## config.mk

```make
export PLATFORM = sky130hd
export DESIGN_NAME = led_fade_pwm
export DESIGN_NICKNAME = d
export VERILOG_FILES = /design/src/rtl/led_fade_pwm.sv
export SDC_FILE = /design/constraint.sdc
export NUM_CORES = 1
export LEC_CHECK = 0
export BUFFER_PORTS_ARGS = -buffer_cell sky130_fd_sc_hd__buf_2
export CAP_MARGIN = 20
export CORE_ASPECT_RATIO = 1.25
export CORE_MARGIN = 2
export CORE_UTILIZATION = 40
export CTS_CLUSTER_DIAMETER = 50
export CTS_CLUSTER_SIZE = 12
export DETAILED_ROUTE_END_ITERATION = 7
export MAX_ROUTING_LAYER = met4
export PLACE_DENSITY = 0.62
export SLEW_MARGIN = 5
export SYNTH_ARGS = -nofsm -noshare
export SYNTH_HDL_FRONTEND = slang
export SYNTH_SLANG_ARGS = --single-unit
export TNS_END_PERCENT = 50
```

## constraint.sdc

```tcl
create_clock -name sys_clk -period 4.19 [get_ports sys_clk]
set_input_delay 0.419 -clock sys_clk [delete_from_list [all_inputs] [get_ports sys_clk]]
set_output_delay 0.419 -clock sys_clk [all_outputs]
set_load 0.1 [all_outputs]
```

## src/rtl/led_fade_pwm.sv

```systemverilog
// -----------------------------------------------------------------------------
// led_fade_pwm
//
// Purpose:
//   Takes the one-hot rotating pattern from the LED flow generator and drives
//   the LED pins with a fading "comet tail". Each channel has a brightness
//   level. The level jumps to LVL_MAX while its pattern bit is 1. After the bit
//   clears, the level decays by one step per fade tick, stopping at 0. A
//   single free-running PWM counter is shared by all channels. Each channel
//   compares its duty value against that counter to produce its drive.
//
// Parameters:
//   DUTY_W   - width of per-channel level and PWM counter (LVL_MAX = 2^DUTY_W-1)
//   PWM_DIV  - sys_clk cycles per PWM tick (>= 1)
//   FADE_DIV - PWM ticks per fade step (>= 1)
//
// Ports:
//   sys_clk   in   1  system clock
//   sys_rst_n in   1  synchronous reset, active-low
//   pwm_en    in   1  1 = run, 0 = blank outputs and clear all state
//   led_in    in   8  LED pattern from the flow stage
//   led_pwm   out  8  registered PWM drive to the LED pins, active-high
//
// Build option:
//   LED_FADE_PWM_GAMMA_EN - when defined, each level is mapped through a
//   square-law curve, duty = (level*level) >> DUTY_W, before the compare.
//   LVL_MAX is pinned to full on. When the macro is undefined, duty equals
//   level and no multiplier is built.
// -----------------------------------------------------------------------------
module led_fade_pwm #(
  parameter int          DUTY_W   = 4,
  parameter logic [23:0] PWM_DIV  = 24'd2500,
  parameter logic [15:0] FADE_DIV = 16'd15
) (
  input  logic       sys_clk,
  input  logic       sys_rst_n,
  input  logic       pwm_en,
  input  logic [7:0] led_in,
  output logic [7:0] led_pwm
);

  localparam logic [DUTY_W-1:0] LVL_MAX  = {DUTY_W{1'b1}};
  // LVL_MAX-1: all ones except the LSB. The PWM counter wraps after this value.
  localparam logic [DUTY_W-1:0] PWM_LAST = {{(DUTY_W-1){1'b1}}, 1'b0};
  localparam logic [DUTY_W-1:0] DUTY_ONE = {{(DUTY_W-1){1'b0}}, 1'b1};
  localparam logic [23:0]       PRE_LAST = PWM_DIV - 24'd1;
  localparam logic [15:0]       FADE_LAST = FADE_DIV - 16'd1;

  // Saturating one-step decay: a level of 0 stays at 0 and never wraps.
  function automatic logic [DUTY_W-1:0] sat_dec(input logic [DUTY_W-1:0] lvl);
    if (lvl == '0) begin
      return '0;
    end
    return lvl - DUTY_ONE;
  endfunction

  // Maps a brightness level to the duty value used by the PWM compare.
  function automatic logic [DUTY_W-1:0] duty_map(input logic [DUTY_W-1:0] lvl);
`ifdef LED_FADE_PWM_GAMMA_EN
    logic [2*DUTY_W-1:0] sq;
    sq = {{DUTY_W{1'b0}}, lvl} * {{DUTY_W{1'b0}}, lvl};
    // Without this special case, LVL_MAX would map just short of full on.
    if (lvl == LVL_MAX) begin
      return LVL_MAX;
    end
    return DUTY_W'(sq >> DUTY_W);
`else
    return lvl;
`endif
  endfunction

  logic [23:0]       pre_cnt_p0;
  logic [DUTY_W-1:0] pwm_cnt_p0;
  logic [15:0]       fade_cnt_p0;
  logic [DUTY_W-1:0] level_p0 [8];
  logic [DUTY_W-1:0] level_nxt [8];
  logic [7:0]        pwm_p1;
  logic              pwm_tick;
  logic              fade_tick;
  logic              clr;

  // pwm_en low clears everything, exactly as reset does. Timing after
  // re-enable is therefore identical to timing after reset.
  assign clr       = !sys_rst_n || !pwm_en;
  assign pwm_tick  = (pre_cnt_p0 == PRE_LAST);
  assign fade_tick = pwm_tick && (fade_cnt_p0 == FADE_LAST);

  // ---- stage p0: prescaler, shared PWM counter, fade timebase ----
  always_ff @(posedge sys_clk) begin
    if (clr) begin
      pre_cnt_p0  <= '0;
      pwm_cnt_p0  <= '0;
      fade_cnt_p0 <= '0;
    end else begin
      if (pwm_tick) begin
        pre_cnt_p0 <= '0;
      end else begin
        pre_cnt_p0 <= pre_cnt_p0 + 24'd1;
      end

      if (pwm_tick) begin
        // The counter covers 0..LVL_MAX-1. With the strict ">" compare,
        // LVL_MAX is then always on and 0 is always off.
        if (pwm_cnt_p0 == PWM_LAST) begin
          pwm_cnt_p0 <= '0;
        end else begin
          pwm_cnt_p0 <= pwm_cnt_p0 + DUTY_ONE;
        end

        if (fade_cnt_p0 == FADE_LAST) begin
          fade_cnt_p0 <= '0;
        end else begin
          fade_cnt_p0 <= fade_cnt_p0 + 16'd1;
        end
      end
    end
  end

  // Per-channel level update. A load takes priority over a coincident decay.
  always_comb begin
    for (int i = 0; i < 8; i++) begin
      level_nxt[i] = level_p0[i];
      if (led_in[i]) begin
        level_nxt[i] = LVL_MAX;
      end else if (fade_tick) begin
        level_nxt[i] = sat_dec(level_p0[i]);
      end
    end
  end

  // ---- stage p0: brightness levels ----
  always_ff @(posedge sys_clk) begin
    if (clr) begin
      for (int i = 0; i < 8; i++) begin
        level_p0[i] <= '0;
      end
    end else begin
      for (int i = 0; i < 8; i++) begin
        level_p0[i] <= level_nxt[i];
      end
    end
  end

  // ---- stage p1: registered duty compare ----
  always_ff @(posedge sys_clk) begin
    if (clr) begin
      pwm_p1 <= '0;
    end else begin
      for (int i = 0; i < 8; i++) begin
        pwm_p1[i] <= (duty_map(level_p0[i]) > pwm_cnt_p0);
      end
    end
  end

  assign led_pwm = pwm_p1;

endmodule

```

==> results of run 1 <==
stage by stage:
| step | total power, mW | setup WS [ns] |
|---|---|---|
| floorplan | 0.954 | 2.02 |
| global placement | 0.983 | 1.37 |
| detailed placement | 0.988 | 1.23 |
| CTS | 1.77 | 1.24 |
| global route | 1.84 | 0.961 |
| finish | 1.76 | 1.22 |
report_power, final:
group	internal, mW	leakage (nW)	switching (mW)
Sequential	0.819	0.683	0.0215
Combinational	0.0440	0.907	0.0858
Clock	0.459	0.149	0.326
Total	1.32	1.74	0.434
placed cells by master (no fill, tap or decap), types with 9 or more instances in the layout:
cell type / Yosys / routed
dfxtp_1: 84 / 84
buf_2: 2 / 18
ha_1: 35 / 35
a21oi_1: 37 / 37
nand4_1: 16 / 16
nor4_1: 13 / 13
nor2_1: 64 / 64
nand3_1: 17 / 17
xnor2_1: 20 / 20
clkbuf_16: 0 / 9
o21ai_0: 27 / 27
nand2_1: 30 / 30
a31oi_1: 12 / 12
inv_1: 31 / 31
xor2_1: 10 / 10
nor3_1: 24 / 24
kinds of logic after synthesis:
logic type,after synthesis
flip-flops,84
buffers and inverters,50
multiplexers,1
adder cells (fa/ha/maj),35
XOR/XNOR,30
AO/OA/AOI/OAI,111
AND/OR/NAND/NOR,209
flip-flops by register name (all words and copies together) (netlist names):
register	cells
pre_cnt_p0	24
led_pwm	8
level_p0	32
fade_cnt_p0	16
pwm_cnt_p0	4
metal layers:
layer  up-vias  wire length (um)  global-route usage [%]
met5         -                 0                       -
met4         0               197                    9.29
met3        14               288                    3.58
met2        55              4780                    29.4
met1      1784              4510                    21.1
li1       1913                 -                       -
final cells by class:
class	instances	area (um2)
inverter	31	116
clock buffer	9	225
tap	132	165
multi-input combinational	386	2480
sequential	84	1680
timing repair buffer	19	97.6
clock inverter	7	67.6
fill	1063	5780
worst reg2reg max path, cell delays in order, from the launching register on:
cell and delay, ns:
dfxtp_1 0.34, nor4_1 0.33, nand4_1 0.54, or3_1 0.89
or4_1 0.60, a31oi_1 0.17
path summary, 6_finish.rpt:
path | slack (ns) | start | depth (start not counted) | to
max | 1.22 | pre_cnt_p0[20] | 5 | level_p0[0][5]
min | 0.34 | led_in[1] | 3 | level_p0[0][4]
max reg2reg | 1.22 | pre_cnt_p0[20] | 5 | level_p0[0][5]
min reg2reg | 0.49 | pre_cnt_p0[0] | 1 | pre_cnt_p0[0]
==> results.tsv, run 1 <==
stage	metric	value	unit
outcome	status	completed	
cells_and_area	layout cells sized above 1	7.84	%
floorplan	Die Y-Extent	121	um
timing	Worst Tran Pin Value	1.02	ns
floorplan	Boundary Pins	19	
cells_and_area	nets	577	
setup_path	critical path class	flop to flop	
timing	Tmin final	2.97	ns
logic_synthesis	area leader, netlist	dfxtp_1	
logic_synthesis	Synth Area in Adders	10.1	%
cts	Clk Latency, worst-skew pair	0.34	ns
detailed_routing	routed vias	3766	
setup_path	Critical path buffers and inverters	0	
logic_synthesis	Post-synth EDFFs	0	
setup_path	Worst setup SP type	flop	
grt	largest net degree at the start of global routing	29	
setup_path	CP required	4.43	ns
detailed_routing	DRT iter0 DRCs	215	
cts	CTS hold repair buffers	0	
timing	Hold Violations, Final	0	
logic_synthesis	most frequent cells after synthesis	84 x dfxtp_1, 64 x nor2_1, 37 x a21oi_1	
cells_and_area	P&R area growth vs syn	11.1	%
detailed_routing	WL/cell	14.6	um
floorplan	Die ar.	11700	um2
floorplan	Starting Density	41.0	%
cells_and_area	# diodes	0	
place	dpl cells	652	
timing	final hold slack	0.337	ns
logic_synthesis	Ys Warns	0	
detailed_routing	drt pass-1 iters	4	
setup_path	CP Data Arrival Time	3.21	ns
timing	clk_skew	0.00647	ns
logic_synthesis	mean post-synth cell area	8.37	um2
power_and_ir_drop	Pleak	1.74	nW
logic_synthesis	post-synth top area share	38.6	%
cells_and_area	final core utilization	45.6	%
timing	final worst-path cycle share	70.8	%
place	DP Area	4540	um2
flow_run	Max Cap Viol	0	
cts	Clk pin slew, worst setup/hold paths	0.06	ns
cts	H-tree levels	3	
cells_and_area	cell area after layout	4840	um2
cts	total CTS buffers	9	
grt	global-route wire length before repair	16700	um
floorplan	Core Box Area	10600	um2
cts	postcts setup bufs	0	
detailed_routing	Detail Route Antenna Nets	0	
logic_synthesis	sequential share of the synthesized area	38.6	%
logic_synthesis	Yosys cell types	45	
logic_synthesis	most frequent cell after synthesis	dfxtp_1	
logic_synthesis	Synth Area in Simple Gates	24.9	%
cells_and_area	Non-Filler Instances	668	
grt	vias in the first global route	3563	
logic_synthesis	Synth Area in Compound Gates	15.8	%
logic_synthesis	post-synthesis mux area share	0.230	%
detailed_routing	residual DRC count	0	
cts	root buffer cell	clkbuf_16	
logic_synthesis	Cells after Synth	520	
power_and_ir_drop	peak supply drop	0.000212	V
logic_synthesis	synthesized flop and latch total	84	
floorplan	row count	42	
grt	GRT Util Overall	18.0	%
logic_synthesis	mapped cell area	4350	um2
grt	global route total overflow	0	
setup_path	peak per-stage delay on the critical path	0.89	ns
timing	final setup fails	0	
detailed_routing	Via density	5.64	
cts	clk sinks	84	
setup_path	CP endpoint kind	flop	
logic_synthesis	ys async rst share	0	%
setup_path	Crit path max-delay family	simple AND/OR/NAND/NOR gates	
logic_synthesis	synth top area cells	dfxtp_1 39%, ha_1 10%, nor2_1 5.5%	
floorplan	die span in x	97.3	um
cts	TritonCTS clock tree	built	
power_and_ir_drop	PD cells	363	nW/um2
cts	Clock Path Buffers	2	
min_path	Hold Crit Class	primary input to flop	
logic_synthesis	Post-Synth XOR/XNOR Area	6.03	%
grt	antenna violations before repair	0	
logic_synthesis	largest family of logic cells by synthesized area	simple AND/OR/NAND/NOR gates	
setup_path	worst-path cell chain	nor4_1 > nand4_1 > or3_1 > or4_1 > a31oi_1	
timing	TNS Setup	0	ns
timing	Slew HR	32.1	%
timing	RSZ-0062 raised after global routing	no	
setup_path	Crit Path Max Fanout	26	
place	# port buffers	18	
timing	Max Freq	337	MHz
setup_path	critical path's slowest cell	or3_1	
place	hpwl dp	6720	um
place	final RePlAce weighted congestion	0.838	
logic_synthesis	Post-synth top flop	dfxtp_1	
detailed_routing	total wire length	9780	um
cts	post-CTS sizing	0	
logic_synthesis	syn_nets	566	
timing	Max Slew Vio Count	0	
No activity file was read; power rests on OpenSTA's default activity.
==> run 2: changes to the inputs <==
Settings changed: ABC_AREA from default to 1, PLACE_DENSITY 0.62 to 0.64.
Clock period 4.19 ns to 2.5 ns, I/O delays scaled along.
==> results.tsv, run 2 <==
stage	metric	value	unit
cells_and_area	Largest regs	level_p0 (32), pre_cnt_p0 (24), fade_cnt_p0 (16)	
logic_synthesis	Post-synth EDFFs	0	
setup_path	CP required	2.73	ns
setup_path	CP Data Arrival Time	2.22	ns
setup_path	Crit Path Max Fanout	20	
power_and_ir_drop	peak supply drop	0.000351	V
timing	TNS Setup	0	ns
cells_and_area	nets	812	
setup_path	CP endpoint kind	flop	
place	# port buffers	18	
cts	Clk Latency, worst-skew pair	0.34	ns
cts	TritonCTS clock tree	built	
logic_synthesis	most frequent cells after synthesis	148 x nand2_1, 124 x nor2_1, 84 x dfxtp_1	
detailed_routing	Via density	4.99	
power_and_ir_drop	Cell Int Power	2.35	mW
cells_and_area	final core utilization	44.9	%
power_and_ir_drop	Clk pwr share	45.8	%
floorplan	row count	46	
grt	global route total overflow	0	
cts	clk sinks	84	
logic_synthesis	syn_nets	792	
logic_synthesis	Cells after Synth	746	
place	final RePlAce weighted congestion	0.848	
logic_synthesis	Yosys cell types	32	
logic_synthesis	synthesized flop and latch total	84	
outcome	status	completed	
cells_and_area	# diodes	0	
timing	final setup fails	0	
setup_path	critical path class	flop to flop	
power_and_ir_drop	combinational cell fraction of total power	9.2	%
floorplan	die span in x	105	um
cts	post-CTS sizing	0	
cts	H-tree levels	3	
timing	Hold Violations, Final	0	
cts	postcts setup bufs	0	
floorplan	Starting Density	40.6	%
logic_synthesis	mapped cell area	5100	um2
detailed_routing	Detail Route Antenna Nets	0	
grt	grt met3 use	3.00	%
min_path	hold depth	3	
grt	M1 GR Usage	21.8	%
cts	CTS hold repair buffers	0	
logic_synthesis	Ys Warns	0	
logic_synthesis	mean post-synth cell area	6.83	um2
cells_and_area	layout cells sized above 1	9.73	%
floorplan	Die ar.	13700	um2
floorplan	Core Box Area	12500	um2
grt	vias in the first global route	4342	
timing	clk_skew	0.00737	ns
cells_and_area	Reg with most FFs	level_p0	
floorplan	Boundary Pins	19	
floorplan	Die Y-Extent	130	um
logic_synthesis	post-synth top area share	33.0	%
cts	Clk pin slew, worst setup/hold paths	0.06	ns
setup_path	Worst setup SP type	flop	
logic_synthesis	area leader, netlist	dfxtp_1	
cells_and_area	Largest register FFs	32	
cells_and_area	most frequent cells in the layout	148 x nand2_1, 124 x nor2_1, 84 x dfxtp_1, 80 x inv_1, 64 x a21oi_1	
grt	GRT Util Overall	18.0	%
timing	Max Slew Vio Count	0	
timing	Worst Tran Pin Value	0.685	ns
timing	Tmin final	1.99	ns
grt	GRT Max-Usage Layer	met2	
cts	root buffer cell	clkbuf_16	
grt	M2 GR Usage	30.0	%
logic_synthesis	Post-synth top flop	dfxtp_1	
detailed_routing	total wire length	11400	um
detailed_routing	WL/cell	12.1	um
power_and_ir_drop	Switching Fraction	24.8	%
cts	total CTS buffers	9	
power_and_ir_drop	Pleak	2.38	nW
cells_and_area	P&R area growth vs syn	10.6	%
min_path	Hold Crit Class	primary input to flop	
place	hpwl dp	8180	um
detailed_routing	drt pass-1 iters	4	
detailed_routing	DRT iter0 DRCs	178	
power_and_ir_drop	Seq pwr share	45.0	%
logic_synthesis	synth top area cells	dfxtp_1 33%, nand2_1 11%, nor2_1 9.1%	
cells_and_area	commonest non-fill, non-tap cell in the layout	nand2_1	
setup_path	R2R cell count	10	
timing	Max Freq	503	MHz
detailed_routing	residual DRC count	0	
power_and_ir_drop	Switch Pwr	775	uW
timing	final worst-path cycle share	79.5	%
flow_run	Max Cap Viol	0	
timing	Slew HR	54.3	%
logic_synthesis	ys async rst share	0	%
cts	Clock Path Buffers	2	
logic_synthesis	sequential share of the synthesized area	33.0	%
timing	RSZ-0062 raised after global routing	no	
detailed_routing	routed vias	4685	
cells_and_area	fill count	1366	
power_and_ir_drop	Power Total	3.12	mW
logic_synthesis	most frequent cell after synthesis	nand2_1	
grt	global-route wire length before repair	19500	um
grt	largest net degree at the start of global routing	27	
grt	antenna violations before repair	0	
power_and_ir_drop	PD cells	554	nW/um2
-- run 2: changes by cell type after synthesis, moves of 9 or more --
cell,delta
a21oi_1,+27
a31oi_1,-12
clkbuf_1,-10
inv_1,+49
nand2_1,+118
nand2_2,+9
nand3_1,+31
nor2_1,+60
nor3_1,+9
nor4_1,-13
o21bai_1,+13
xnor2_1,-17
-- run 2: cells by family after synthesis --
logic type	after synthesis	share of synthesized area, %
XOR/XNOR	12	2.06
flip-flops	84	33.0
buffers and inverters	100	8.57
AND/OR/NAND/NOR	400	35.2
AO/OA/AOI/OAI	115	12.6
adder cells (fa/ha/maj)	35	8.59
-- run 2: per-layer routing --
metal  vias up  wire length [um]
met3        22               332
met1      2119              5290
met2        64              5490
li1       2480                 -
met4         0               232
met5         -                 0
-- run 2: stage by stage --
stage,std cells,cell area (um2),setup slack [ns],hold slack (ns)
floorplan,746,5100,0.914,0.389
global placement,923,5330,0.530,0.446
detailed placement,923,5330,0.486,0.450
CTS,939,5640,0.477,0.154
global route,939,5640,0.329,0.162
finish,939,5640,0.513,0.155
-- run 2: final timing paths --
path / end / startpoint / slack, ns
worst max-delay path: level_p0[1][0] / pre_cnt_p0[0] / 0.51
worst min register to register: pre_cnt_p0[0] / pre_cnt_p0[0] / 0.46
worst min-delay path: level_p0[1][6] / led_in[5] / 0.15
worst max register to register: level_p0[1][0] / pre_cnt_p0[0] / 0.51
-- run 2: final cells by class --
type	instances	area (um2)	area share, %
multi-input cells	562	2980	52.8
repair buffers	25	143	2.53
inverters	84	315	5.59
clock inverters	4	73.8	1.31
well taps	168	210	3.73
flip-flops and latches	84	1680	29.8
clock buffers	12	236	4.19
-- run 2: worst max-delay path, cell delays in order (launching register included) --
cell     delay, ns
dfxtp_1       0.36
ha_1          0.25
inv_2         0.06
nor2_4        0.09
nand2_2       0.07
nor2_4        0.14
nand2_2       0.08
nor2_4        0.41
nand2_2       0.15
nand2_1       0.18
o21ai_0       0.09
-- run 2: power by group through the flow --
| stage | registers, mW | clock network, mW | logic [mW] |
|---|---|---|---|
| after floorplan | 1.48 | 0 | 0.181 |
| after global placement | 1.43 | 0 | 0.286 |
| final | 1.40 | 1.43 | 0.287 |
| after global routing | 1.41 | 1.51 | 0.329 |
| after CTS | 1.40 | 1.45 | 0.289 |
| after detailed placement | 1.43 | 0 | 0.288 |
